`src/rtl/mul_seq_pkg.sv`:
```
// -----------------------------------------------------------------------------
// mul_seq_pkg
// Shared types and constants for the shift-add multiply sequencer.
//   state_t : sequencer states (IDLE, ADD, SHIFT, DONE)
//   OP_SLL  : shared-ALU opcode for shift-left-logical
//   OP_ADD  : shared-ALU opcode for add (also the idle opcode)
//   first_state() : state entered after an accepted start, from bit 0 of b
// -----------------------------------------------------------------------------
package mul_seq_pkg;

    typedef enum logic [1:0] {
        IDLE  = 2'd0,
        ADD   = 2'd1,
        SHIFT = 2'd2,
        DONE  = 2'd3
    } state_t;

    localparam logic [2:0] OP_SLL = 3'd1;
    localparam logic [2:0] OP_ADD = 3'd4;

    // A set multiplier LSB needs an add before its first shift.
    function automatic state_t first_state(input logic i_b0);
        return i_b0 ? ADD : SHIFT;
    endfunction

endpackage

```
`src/rtl/mul_seq.sv`:
```
// -----------------------------------------------------------------------------
// mul_seq
// Multi-cycle 16x16 unsigned shift-add multiplier that borrows the shared
// execute-stage ALU rather than owning a hardware multiplier. The parent muxes
// the ALU inputs between the pipeline and this block using i_alu_gnt.
//
// Ports
//   i_clk, i_rst      : clock, synchronous active-high reset
//   i_start           : multiply request, only sampled while not busy
//   i_a, i_b          : multiplicand / multiplier, captured with i_start
//   o_busy            : high in ADD/SHIFT
//   o_done            : one-cycle pulse, result valid
//   o_prod, o_ovf     : low 16 product bits, unsigned overflow (held)
//   o_alu_req         : ALU request (same as o_busy)
//   i_alu_gnt         : ALU inputs belong to us this cycle
//   o_alu_A/B/Op      : ALU operands and opcode
//   o_alu_Cin/sign    : tied low
//   i_alu_Out/OFL     : combinational ALU result and carry-out
//
// Build option
//   MUL_SEQ_EARLY_EXIT_EN : finish as soon as no multiplier bits remain,
//                           and complete b==0 immediately.
// -----------------------------------------------------------------------------
module mul_seq
    import mul_seq_pkg::*;
#(
    parameter int ITER = 16
) (
    input  logic        i_clk,
    input  logic        i_rst,
    input  logic        i_start,
    input  logic [15:0] i_a,
    input  logic [15:0] i_b,
    output logic        o_busy,
    output logic        o_done,
    output logic [15:0] o_prod,
    output logic        o_ovf,
    output logic        o_alu_req,
    input  logic        i_alu_gnt,
    output logic [15:0] o_alu_A,
    output logic [15:0] o_alu_B,
    output logic        o_alu_Cin,
    output logic        o_alu_sign,
    output logic [2:0]  o_alu_Op,
    input  logic [15:0] i_alu_Out,
    input  logic        i_alu_OFL
);

    state_t      r_state;
    logic [15:0] r_mcand;
    logic [15:0] r_mplier;
    logic [15:0] r_acc;
    logic [4:0]  r_cnt;
    logic        r_ovf_r;
    logic        r_busy;
    logic        r_done;
    logic [15:0] r_prod;
    logic        r_ovf;

    logic [4:0]  w_cnt_nxt;
    logic [15:0] w_mplier_sh;
    logic        w_shift_ovf;
    logic        w_last;
    logic        w_accept;

    assign w_cnt_nxt   = r_cnt + 5'd1;
    assign w_mplier_sh = r_mplier >> 1;
    // A set bit leaving mcand[15] is lost; the product overflows if any
    // multiplier bit still remains to be applied after this shift.
    assign w_shift_ovf = r_ovf_r | (r_mcand[15] & (w_mplier_sh != 16'd0));

`ifdef MUL_SEQ_EARLY_EXIT_EN
    assign w_last = (w_cnt_nxt == 5'(ITER)) || (w_mplier_sh == 16'd0);
`else
    assign w_last = (w_cnt_nxt == 5'(ITER));
`endif

    assign w_accept = i_start && ((r_state == IDLE) || (r_state == DONE));

    always_ff @(posedge i_clk) begin
        if (i_rst) begin
            r_state  <= IDLE;
            r_mcand  <= 16'd0;
            r_mplier <= 16'd0;
            r_acc    <= 16'd0;
            r_cnt    <= 5'd0;
            r_ovf_r  <= 1'b0;
            r_busy   <= 1'b0;
            r_done   <= 1'b0;
            r_prod   <= 16'd0;
            r_ovf    <= 1'b0;
        end else begin
            case (r_state)
                IDLE, DONE: begin
                    r_done <= 1'b0;
                    if (w_accept) begin
                        r_mcand  <= i_a;
                        r_mplier <= i_b;
                        r_acc    <= 16'd0;
                        r_cnt    <= 5'd0;
                        r_ovf_r  <= 1'b0;
`ifdef MUL_SEQ_EARLY_EXIT_EN
                        if (i_b == 16'd0) begin
                            // Nothing to accumulate: report zero right away.
                            r_state <= DONE;
                            r_busy  <= 1'b0;
                            r_done  <= 1'b1;
                            r_prod  <= 16'd0;
                            r_ovf   <= 1'b0;
                        end else begin
                            r_state <= first_state(i_b[0]);
                            r_busy  <= 1'b1;
                        end
`else
                        r_state <= first_state(i_b[0]);
                        r_busy  <= 1'b1;
`endif
                    end else begin
                        r_state <= IDLE;
                        r_busy  <= 1'b0;
                    end
                end

                ADD: begin
                    // Without the grant every register simply holds.
                    if (i_alu_gnt) begin
                        r_acc   <= i_alu_Out;
                        r_ovf_r <= r_ovf_r | i_alu_OFL;
                        r_state <= SHIFT;
                    end
                end

                SHIFT: begin
                    if (i_alu_gnt) begin
                        r_mcand  <= i_alu_Out;
                        r_mplier <= w_mplier_sh;
                        r_cnt    <= w_cnt_nxt;
                        r_ovf_r  <= w_shift_ovf;
                        if (w_last) begin
                            // acc is untouched by SHIFT, so it is final here.
                            r_state <= DONE;
                            r_busy  <= 1'b0;
                            r_done  <= 1'b1;
                            r_prod  <= r_acc;
                            r_ovf   <= w_shift_ovf;
                        end else begin
                            // mplier[1] becomes the LSB after this shift.
                            r_state <= r_mplier[1] ? ADD : SHIFT;
                        end
                    end
                end

                default: begin
                    r_state <= IDLE;
                    r_busy  <= 1'b0;
                    r_done  <= 1'b0;
                end
            endcase
        end
    end

    // ALU drive is decoded from registered state only, so it stays constant
    // through any cycle in which the grant is withheld.
    always_comb begin
        o_alu_A  = 16'd0;
        o_alu_B  = 16'd0;
        o_alu_Op = OP_ADD;
        case (r_state)
            ADD: begin
                o_alu_A  = r_acc;
                o_alu_B  = r_mcand;
                o_alu_Op = OP_ADD;
            end
            SHIFT: begin
                o_alu_A  = r_mcand;
                o_alu_B  = 16'd1;
                o_alu_Op = OP_SLL;
            end
            default: begin
                o_alu_A  = 16'd0;
                o_alu_B  = 16'd0;
                o_alu_Op = OP_ADD;
            end
        endcase
    end

    assign o_alu_Cin  = 1'b0;
    assign o_alu_sign = 1'b0;
    assign o_busy     = r_busy;
    assign o_alu_req  = r_busy;
    assign o_done     = r_done;
    assign o_prod     = r_prod;
    assign o_ovf      = r_ovf;

endmodule
```
`config.mk`:
```
export PLATFORM = sky130hd
export DESIGN_NAME = mul_seq
export DESIGN_NICKNAME = d
export VERILOG_FILES = /design/src/rtl/mul_seq_pkg.sv /design/src/rtl/mul_seq.sv
export SDC_FILE = /design/constraint.sdc
export NUM_CORES = 1
export LEC_CHECK = 0
export ABC_AREA = 1
export BUFFER_PORTS_ARGS = -buffer_cell sky130_fd_sc_hd__buf_4
export CORE_AREA = 2 2 77 115
export CTS_CLUSTER_SIZE = 10
export DETAILED_ROUTE_END_ITERATION = 6
export DIE_AREA = 0 0 79 117
export PLACE_DENSITY_LB_ADDON = 0.3
export SYNTH_ARGS = -nofsm -noshare
export SYNTH_HDL_FRONTEND = slang
export SYNTH_SLANG_ARGS = --single-unit
```
`constraint.sdc`:
```
create_clock -name i_clk -period 2.1 [get_ports i_clk]
set_input_delay 0.105 -clock i_clk [delete_from_list [all_inputs] [get_ports i_clk]]
set_output_delay 0.105 -clock i_clk [all_outputs]
set_load 0.005 [all_outputs]
```
; Yosys cells after proc, flatten, opt, wreduce, memory -nomap -nowiden
; Cells that the tools add are included.
[totals]
word_cells = 67
ff_bits = 75
output_inout_bits = 57
inputBits = 53
[op_classes]
addsub = 1
eq_ne = 8
n_bitwise = 3
n_reduce_logical = 13
muxes = 32
[op_table]
columns = op, n
row1 = $pmux W16 S2, 5
row2 = $mux W16, 5
row3 = $reduce_bool A16 Y1, 1
row4 = $reduce_and A3 Y1, 5
row5 = $mux W2, 6
row6 = $mux W5, 2
row7 = $pmux W5 S2, 1
row8 = $mux W1, 8
row9 = $ne A2 B2 Y1 const B, 4
row10 = $pmux W2 S3, 1
row11 = $add A5 B1 Y5 const B, 1
row12 = $eq A5 B5 Y1 const B, 1
row13 = $eq A2 B2 Y1 const B, 2
row14 = $pmux W1 S2, 2
row15 = $reduce_bool A2 Y1, 2
row16 = $mux W3, 1
row17 = $pmux W1 S3, 1
row18 = $eq A2 B1 Y1 const B, 1
row19 = $logic_not A2 Y1, 1
row20 = $or A1 B1 Y1, 2
row21 = $reduce_and A2 Y1, 1
row22 = $reduce_or A2 Y1, 1
row23 = $and A1 B1 Y1, 1
row24 = $logic_and A1 B1 Y1, 1
row25 = $logic_or A1 B1 Y1, 1

; Depth between registers and ports, before layout
; Gate-level depths: netlist (run 1).
[depth]
word_depth = 5
mapped_depth = 10
ltp_nobuf = 10

; Least setup slack after synthesis (run 1)
; No wires, ideal clock.
[synth_timing]
kind = reg-to-reg
from = register r_state[0]
to = register r_mplier[10]
required_ns = 1.975
period_less_slack_ns = 1.629
setup_time_ns = 0.125
stages_incl_launch_ff = 10
path_buffers = 1
arrival_time_ns = 1.503
slack_ns = 0.471
path_cell_list = dfxtp_1 inv_1 ha_1 nand2_2 inv_2 o22ai_4 inv_4 buf_4 o21ai_0 a31oi_1
[synth_between]
elab_chain_cells = 5
elab_cells_between_ends = 11
cone_classes = 4 x eq/ne / 1 x mux / 6 x reduce/logical
[synth_lines]
columns = element, line
row1 = from (decl), mul_seq.sv:49  ; state_t r_state;
row2 = from (signal assigned), mul_seq.sv:115  ; r_state <= first_state(i_b[0]);
row3 = from (signal assigned), mul_seq.sv:148  ; r_state <= r_mplier[1] ? ADD : SHIFT;
row4 = $eq A2 B2 Y1 or $logic_not A2 Y1 (tied branches), "mul_seq.sv:78, mul_seq.sv:93"
row5 = $logic_or A1 B1 Y1, mul_seq.sv:78  ; assign w_accept = i_start && ((r_state == IDLE) || (r_state == DONE));
row6 = $logic_and A1 B1 Y1, mul_seq.sv:78
row7 = $ne A2 B2 Y1 (no line), -
row8 = $reduce_and A3 Y1 (no line), -
row9 = to (signal assigned), mul_seq.sv:98  ; r_mplier <= i_b;
row10 = to (signal assigned), mul_seq.sv:136  ; r_mplier <= w_mplier_sh;
row11 = to (decl), mul_seq.sv:51  ; logic [15:0] r_mplier;
; Several ways; a longest one is shown, not always the timed one.
; A chain may end at the register's enable or synchronous reset.

; Worst setup path after layout (run 1)
[layout_timing]
from = register r_state[0]
to = output port o_alu_B[1]
[layout_between]
elab_chain_cells = 2
elab_cells_between_ends = 3
cone_classes = 2 x eq/ne / 1 x mux
[layout_lines]
columns = element, line
row1 = $eq A2 B2 Y1 or $eq A2 B1 Y1 (tied branches), mul_seq.sv:168  ; case (r_state)
row2 = $pmux W16 S2 (*), mul_seq.sv:168
row3 = to (decl), mul_seq.sv:41  ; output logic [15:0] o_alu_B,
; Every way passes the cells marked *; elsewhere a longest branch is shown, timed or not.

==> impl_metrics.env, run 1 <==
export IMPL_status="complete, no violations"
export IMPL_yosys_area_share_xor_xnor_pct=0.728
export IMPL_synth_avg_cell_area_um2=7.05
export IMPL_hp_class="in -> reg"
export IMPL_grt_pass1_vias=3177
export IMPL_vias_per_cell=4.98
export IMPL_yosys_top_cells_area="dfxtp_1, nand2_1, nor2_1"
export IMPL_portBuffers=106
export IMPL_placed_cells=680
export IMPL_synth_compound_area_share_pct=21.1
export IMPL_ctsHoldBuffers=0
export IMPL_netlist_area_leader_share_pct=43.1
export IMPL_p_leak_nw=2.03
export IMPL_worst_path_largest_cell_delay_ns=0.35
export IMPL_wl_per_cell_um=13.4
export IMPL_crit_family="buffers and inverters"
export IMPL_design_area_um2=4690
export IMPL_final_setup_tns_ns=0
export IMPL_htreeDepth=3
export IMPL_skew_ns=0.00292
export IMPL_numCtsBuffers=9
export IMPL_max_cap_viol_count=0
export IMPL_synthAdderAreaFrac_pct=1.09
export IMPL_ff2ff_setup_slack_ns=0.16
export IMPL_diodes=0
export IMPL_areaGrowthSynthToFinish_pct=36.3
export IMPL_crit_chain="inv_1, ha_2, nor2_4, clkinvlp_4, buf_4, nor2_1, buf_4"
export IMPL_die_w_um=79
export IMPL_grt_setup_unrepaired="no"
export IMPL_placed_area_um2=4270
export IMPL_vias=3497
export IMPL_clk_latency_ns=0.33
export IMPL_synth_seq_cells=74
export IMPL_grt_start_max_net_pins=34
export IMPL_fmax_mhz=496
export IMPL_nNetsFinal=646
export IMPL_synth_mux_area_share_pct=0
export IMPL_total_power_w=0.00442
export IMPL_slew_violations=0
export IMPL_criticalPathCategory="reg -> out"
export IMPL_crit_slowest_cell="dfxtp_1"
export IMPL_finalSetupViolations=0
export IMPL_hold_viol=0
export IMPL_synth_simple_gate_area_share_pct=24.2
export IMPL_cts_tree="built"
export IMPL_drive_above_1_share_pct=26.6
export IMPL_clk_pin_slew_ns=0.06
export IMPL_core_um2=8310
export IMPL_netlist_area_um2=3440
export IMPL_finalCritPeriodShare_pct=96.1
export IMPL_layout_min_cycle_time_ns=2.02
export IMPL_final_antenna_net_count=0
export IMPL_synthDistinctLibCells=28
export IMPL_final_cells=702
export IMPL_drtPass1Iterations=5
export IMPL_dpl_hpwl_um=7100
export IMPL_dieHeight_um=117
export IMPL_cp_common_cell="buf_4"
export IMPL_ir_drop_v=0.000502
export IMPL_grt_antenna_before_repair=0
export IMPL_power_density_nw_per_um2=943
export IMPL_clk_path_buf_depth=2
export IMPL_critPathBufInv=4
export IMPL_track_usage_pct=21.2
export IMPL_synth_area_leader_cell="dfxtp_1"
export IMPL_cts_root_buf="clkbuf_16"
export IMPL_yosys_warnings=0
export IMPL_place_congestion=0.907
export IMPL_post_route_util_pct=56.4
export IMPL_clock_sinks=74
export IMPL_rows=41
export IMPL_cp_required_ns=2.00
export IMPL_synth_top_family_by_area="simple AND/OR/NAND/NOR gates"
export IMPL_totalWireLength_um=9400
export IMPL_dieArea_um2=9240
export IMPL_ios=110
export IMPL_crit_arrival_ns=1.91
export IMPL_start_kind="flop"
export IMPL_drtIter0Drc=251
export IMPL_worstPathMaxFanout=6
export IMPL_grt_overflow_total=0
export IMPL_grt_first_pass_wirelength_um=15100
export IMPL_end_kind="output pin"
export IMPL_syn_inst=488
export IMPL_drc_errors=0
export IMPL_start_util_pct=41.4
export IMPL_ys_seq_area_share_pct=43.1
[sequential cells by signal (all words and copies together), names as in the netlist]
register / flops
o_done: 1
r_cnt: 5
o_prod: 16
o_ovf: 1
r_mcand: 16
o_alu_req: 1
r_state: 2
r_ovf_r: 1
r_acc: 16
r_mplier: 15
[synthesized netlist by cell type]
cell type,n
o21ai_2,1
inv_1,28
conb_1,1
a31oi_1,30
nor3_1,1
buf_2,5
nand4_2,1
nand3_1,20
clkbuf_1,16
nor2_2,1
buf_1,1
nor2_1,62
o21ai_1,26
inv_2,6
nand2_2,3
buf_4,8
ha_1,3
dfxtp_1,74
nor2_4,1
buf_8,1
buf_6,3
xor2_1,1
o21ai_0,43
nand2_1,119
xnor2_2,1
inv_4,1
a21oi_1,29
o22ai_4,2
[final timing paths]
path | cells after the start | startpoint | to
worst max-delay path | 7 | r_state[0] | o_alu_B[1]
worst min-delay path | 3 | i_b[8] | r_mplier[8]
worst max register to register | 10 | r_state[0] | r_mcand[11]
worst min register to register | 2 | r_acc[6] | r_acc[6]
[layer usage]
| metal | vias to the layer above | wire (um) | track usage, % |
|---|---|---|---|
| met2 | 102 | 4810 | 35.6 |
| met5 | - | 0 | 0 |
| li1 | 1798 | - | - |
| met4 | 0 | 357 | 12.2 |
| met3 | 24 | 420 | 3.37 |
| met1 | 1573 | 3820 | 25.6 |
[layout by cell type (no fill, tap or decap), types with 9 or more instances in the layout]
cell / instances
o21ai_1: 27
clkbuf_16: 9
o21ai_0: 42
buf_4: 122
a31oi_1: 30
nand3_1: 20
a21oi_1: 29
inv_1: 26
nand2_1: 119
dfxtp_1: 74
nor2_1: 62
[timing repair]
action / 4_1_cts / 5_1_grt
buffers inserted: 6 / 0
setup endpoints to repair: 17 / 44
pin swaps: 2 / 0
endpoints found under the hold margin: 0 / 0
gates resized for setup: 4 / 1
[tightest hold or removal path, delay by kind of cell]
family / cells / cell delay [ns]
AND/OR/NAND/NOR: 1 / 0.05
buffers and inverters: 1 / 0.10
AO/OA/AOI/OAI: 1 / 0.07
[cells by family (layout without fill, tap and decap cells)]
group / after synthesis / count (layout)
AND/OR/NAND/NOR: 208 / 208
adder cells (fa/ha/maj): 3 / 3
XOR/XNOR: 2 / 2
other: 1 / 3
buffers and inverters: 69 / 174
AO/OA/AOI/OAI: 131 / 131
flip-flops: 74 / 74
[through the flow]
step,worst slack (ns),hold slack [ns]
after global routing,0.00510,0.0419
after global placement,0.237,0.391
after CTS,0.00779,0.0380
final,0.0819,0.0454
after detailed placement,0.149,0.393
after floorplan,0.471,0.174
[area by class of cell]
type / count / area, um^2
Fill cell: 823 / 3620
Inverter: 35 / 141
Clock buffer: 12 / 256
Tap cell: 107 / 134
Timing Repair Buffer: 123 / 936
Multi-Input combinational cell: 347 / 1640
Clock inverter: 4 / 97.6
Sequential cell: 74 / 1480
[report_power, final]
part | internal (W) | switching (W) | leakage (nW)
Sequential | 0.00156 | 0.000104 | 0.604
Clock | 0.00122 | 0.000561 | 0.169
Combinational | 0.000375 | 0.000592 | 1.25
No activity file was read; power rests on OpenSTA's default activity.
==> run 2, diff against run 1 <==
Clock period 2.1 ns to 1.97 ns, I/O delays scaled along.
==> run 2 against run 1 <==
Compared with the run above:
- critical path depth stayed put
- largest cell class unchanged
- highest routed layer unchanged
- combinational power up 14%
- non-clock buffer count is 1 higher
- global-route usage increased by 0.37 points
- hold slack got worse by 0.014 ns
- routed wire length increased by 4.1%
- critical endpoint is now o_alu_B[4]
- setup slack improved by 0.0024 ns
- clock power is 5% lower
==> impl_metrics.env, run 2 (same netlist as run 1, synthesis figures left out) <==
export IMPL_status="complete, no violations"
export IMPL_worst_path_largest_cell_delay_ns=0.34
export IMPL_multi_input_area_um2=1650
export IMPL_grt_first_pass_wirelength_um=15400
export IMPL_grt_setup_unrepaired="no"
export IMPL_dpl_hpwl_um=7230
export IMPL_rows=41
export IMPL_drive_above_1_share_pct=26.9
export IMPL_max_cap_viol_count=0
export IMPL_p_comb_share_pct=23.9
export IMPL_ir_drop_v=0.000562
export IMPL_p_sw_w=0.00137
export IMPL_clk_pin_slew_ns=0.06
export IMPL_dieArea_um2=9240
export IMPL_fillers=807
export IMPL_p_leak_nw=2.04
export IMPL_skew_ns=0.00522
export IMPL_crit_family="buffers and inverters"
export IMPL_cts_tree="built"
export IMPL_clk_path_buf_depth=2
export IMPL_slew_violations=0
export IMPL_total_power_w=0.00458
export IMPL_wl_per_cell_um=14.0
export IMPL_seqPwrFrac_pct=38.9
export IMPL_hp_class="in -> reg"
export IMPL_cts_root_buf="clkbuf_16"
export IMPL_vias=3572
export IMPL_portBuffers=106
export IMPL_final_antenna_net_count=0
export IMPL_criticalPathCategory="reg -> out"
export IMPL_nNetsFinal=647
export IMPL_end_kind="output pin"
export IMPL_grt_start_max_net_pins=36
export IMPL_post_route_util_pct=56.7
export IMPL_areaGrowthSynthToFinish_pct=37.1
export IMPL_ios=110
export IMPL_numCtsBuffers=9
export IMPL_cp_required_ns=1.87
export IMPL_start_util_pct=41.4
export IMPL_drtIter0Drc=361
export IMPL_vias_per_cell=5.09
export IMPL_critPathBufInv=4
export IMPL_max_slew_worst_pin_slew_ns=0.610
export IMPL_cp_common_cell="buf_4"
export IMPL_place_congestion=0.848
export IMPL_power_density_nw_per_um2=971
export IMPL_crit_chain="inv_1, ha_4, nor2_4, clkinvlp_4, buf_4, nor2_1, buf_4"
export IMPL_start_kind="flop"
export IMPL_slew_headroom_pct=59.3
export IMPL_totalWireLength_um=9790
export IMPL_final_common_cell="nand2_1"
export IMPL_clock_sinks=74
export IMPL_netSwitchingFraction_pct=30.0
export IMPL_core_um2=8310
export IMPL_crit_slowest_cell="dfxtp_2"
export IMPL_grt_pass1_vias=3273
export IMPL_hold_viol=0
export IMPL_die_w_um=79
export IMPL_seqCellArea_um2=1480
export IMPL_diodes=0
export IMPL_clk_latency_ns=0.34
export IMPL_layout_common_cells="nand2_1, buf_4, dfxtp_1"
export IMPL_drc_errors=0
export IMPL_layout_min_cycle_time_ns=1.89
export IMPL_crit_arrival_ns=1.79
export IMPL_dieHeight_um=117
export IMPL_finalCritPeriodShare_pct=95.7
export IMPL_final_setup_tns_ns=0
export IMPL_internal_power_w=0.00320
export IMPL_track_usage_pct=21.5
export IMPL_drtPass1Iterations=5
export IMPL_grt_antenna_before_repair=0
export IMPL_hold_slack_ns=0.0318
export IMPL_htreeDepth=3
export IMPL_grt_overflow_total=0
export IMPL_finalSetupViolations=0
export IMPL_worstPathMaxFanout=6
export IMPL_fmax_mhz=530
export IMPL_clockPowerShare_pct=37.2
[run 2: cell types whose count changed in the layout (fill, tap and decap cells not counted), moves of 2 or more]
cell      change
buf_12        +4
buf_4         -4
clkbuf_8      -2
clkinv_2      +3
[run 2: final timing paths]
check,start,endpoint,slack (ns),cells after the start
min,i_b[8],r_mplier[8],0.03,3
min reg2reg,r_acc[5],r_acc[5],0.48,2
max,r_state[0],o_alu_B[4],0.08,7
max reg2reg,r_cnt[0],o_prod[14],0.20,10
[run 2: worst min-delay path, delay by kind of cell]
kind                   cells  cell delay [ns]
and+or+nand+nor            1             0.05
AOI/OAI and AO/OA          1             0.07
buffers and inverters      1             0.10
[run 2: cell type report]
type | count | area share [%]
clock buffers | 9 | 4.78
clock inverters | 6 | 1.75
inverters | 35 | 3.00
multi-input cells | 347 | 35.0
flip-flops and latches | 74 | 31.4
well taps | 107 | 2.84
repair buffers | 124 | 21.2
[run 2: per-layer routing]
metal	share of wire, %	wire length (um)	track usage, %	vias to the layer above
met5	0	0	0	-
met4	2.8	279	10.2	0
met3	5.1	497	4.91	21
met2	51	5010	37.7	123
met1	41	4010	24.8	1626
li1	-	-	-	1802
[run 2: power groups by stage]
| stage | Combinational [W] | Clock (W) | Sequential [W] |
|---|---|---|---|
| after floorplan | 0.000704 | 0 | 0.00177 |
| after global placement | 0.00102 | 0 | 0.00180 |
| after detailed placement | 0.00104 | 0 | 0.00180 |
| after CTS | 0.00108 | 0.00172 | 0.00177 |
| after global routing | 0.00122 | 0.00180 | 0.00180 |
| final | 0.00110 | 0.00170 | 0.00178 |
[run 2: repair_timing]
| item | CTS | global route |
|---|---|---|
| hold buffers | 0 | 0 |
| setup endpoints to repair | 32 | 37 |
| setup buffers | 5 | 1 |
| gates resized for setup | 4 | 5 |
| pin swaps | 2 | 2 |
[run 2: stage by stage]
step	worst slack (ns)	instances	instance area, um^2
finish	0.0842	702	4710
global placement	0.195	681	4310
CTS	0.0102	701	4690
floorplan	0.341	490	3450
global route	0.00401	702	4710
detailed placement	0.0856	681	4310
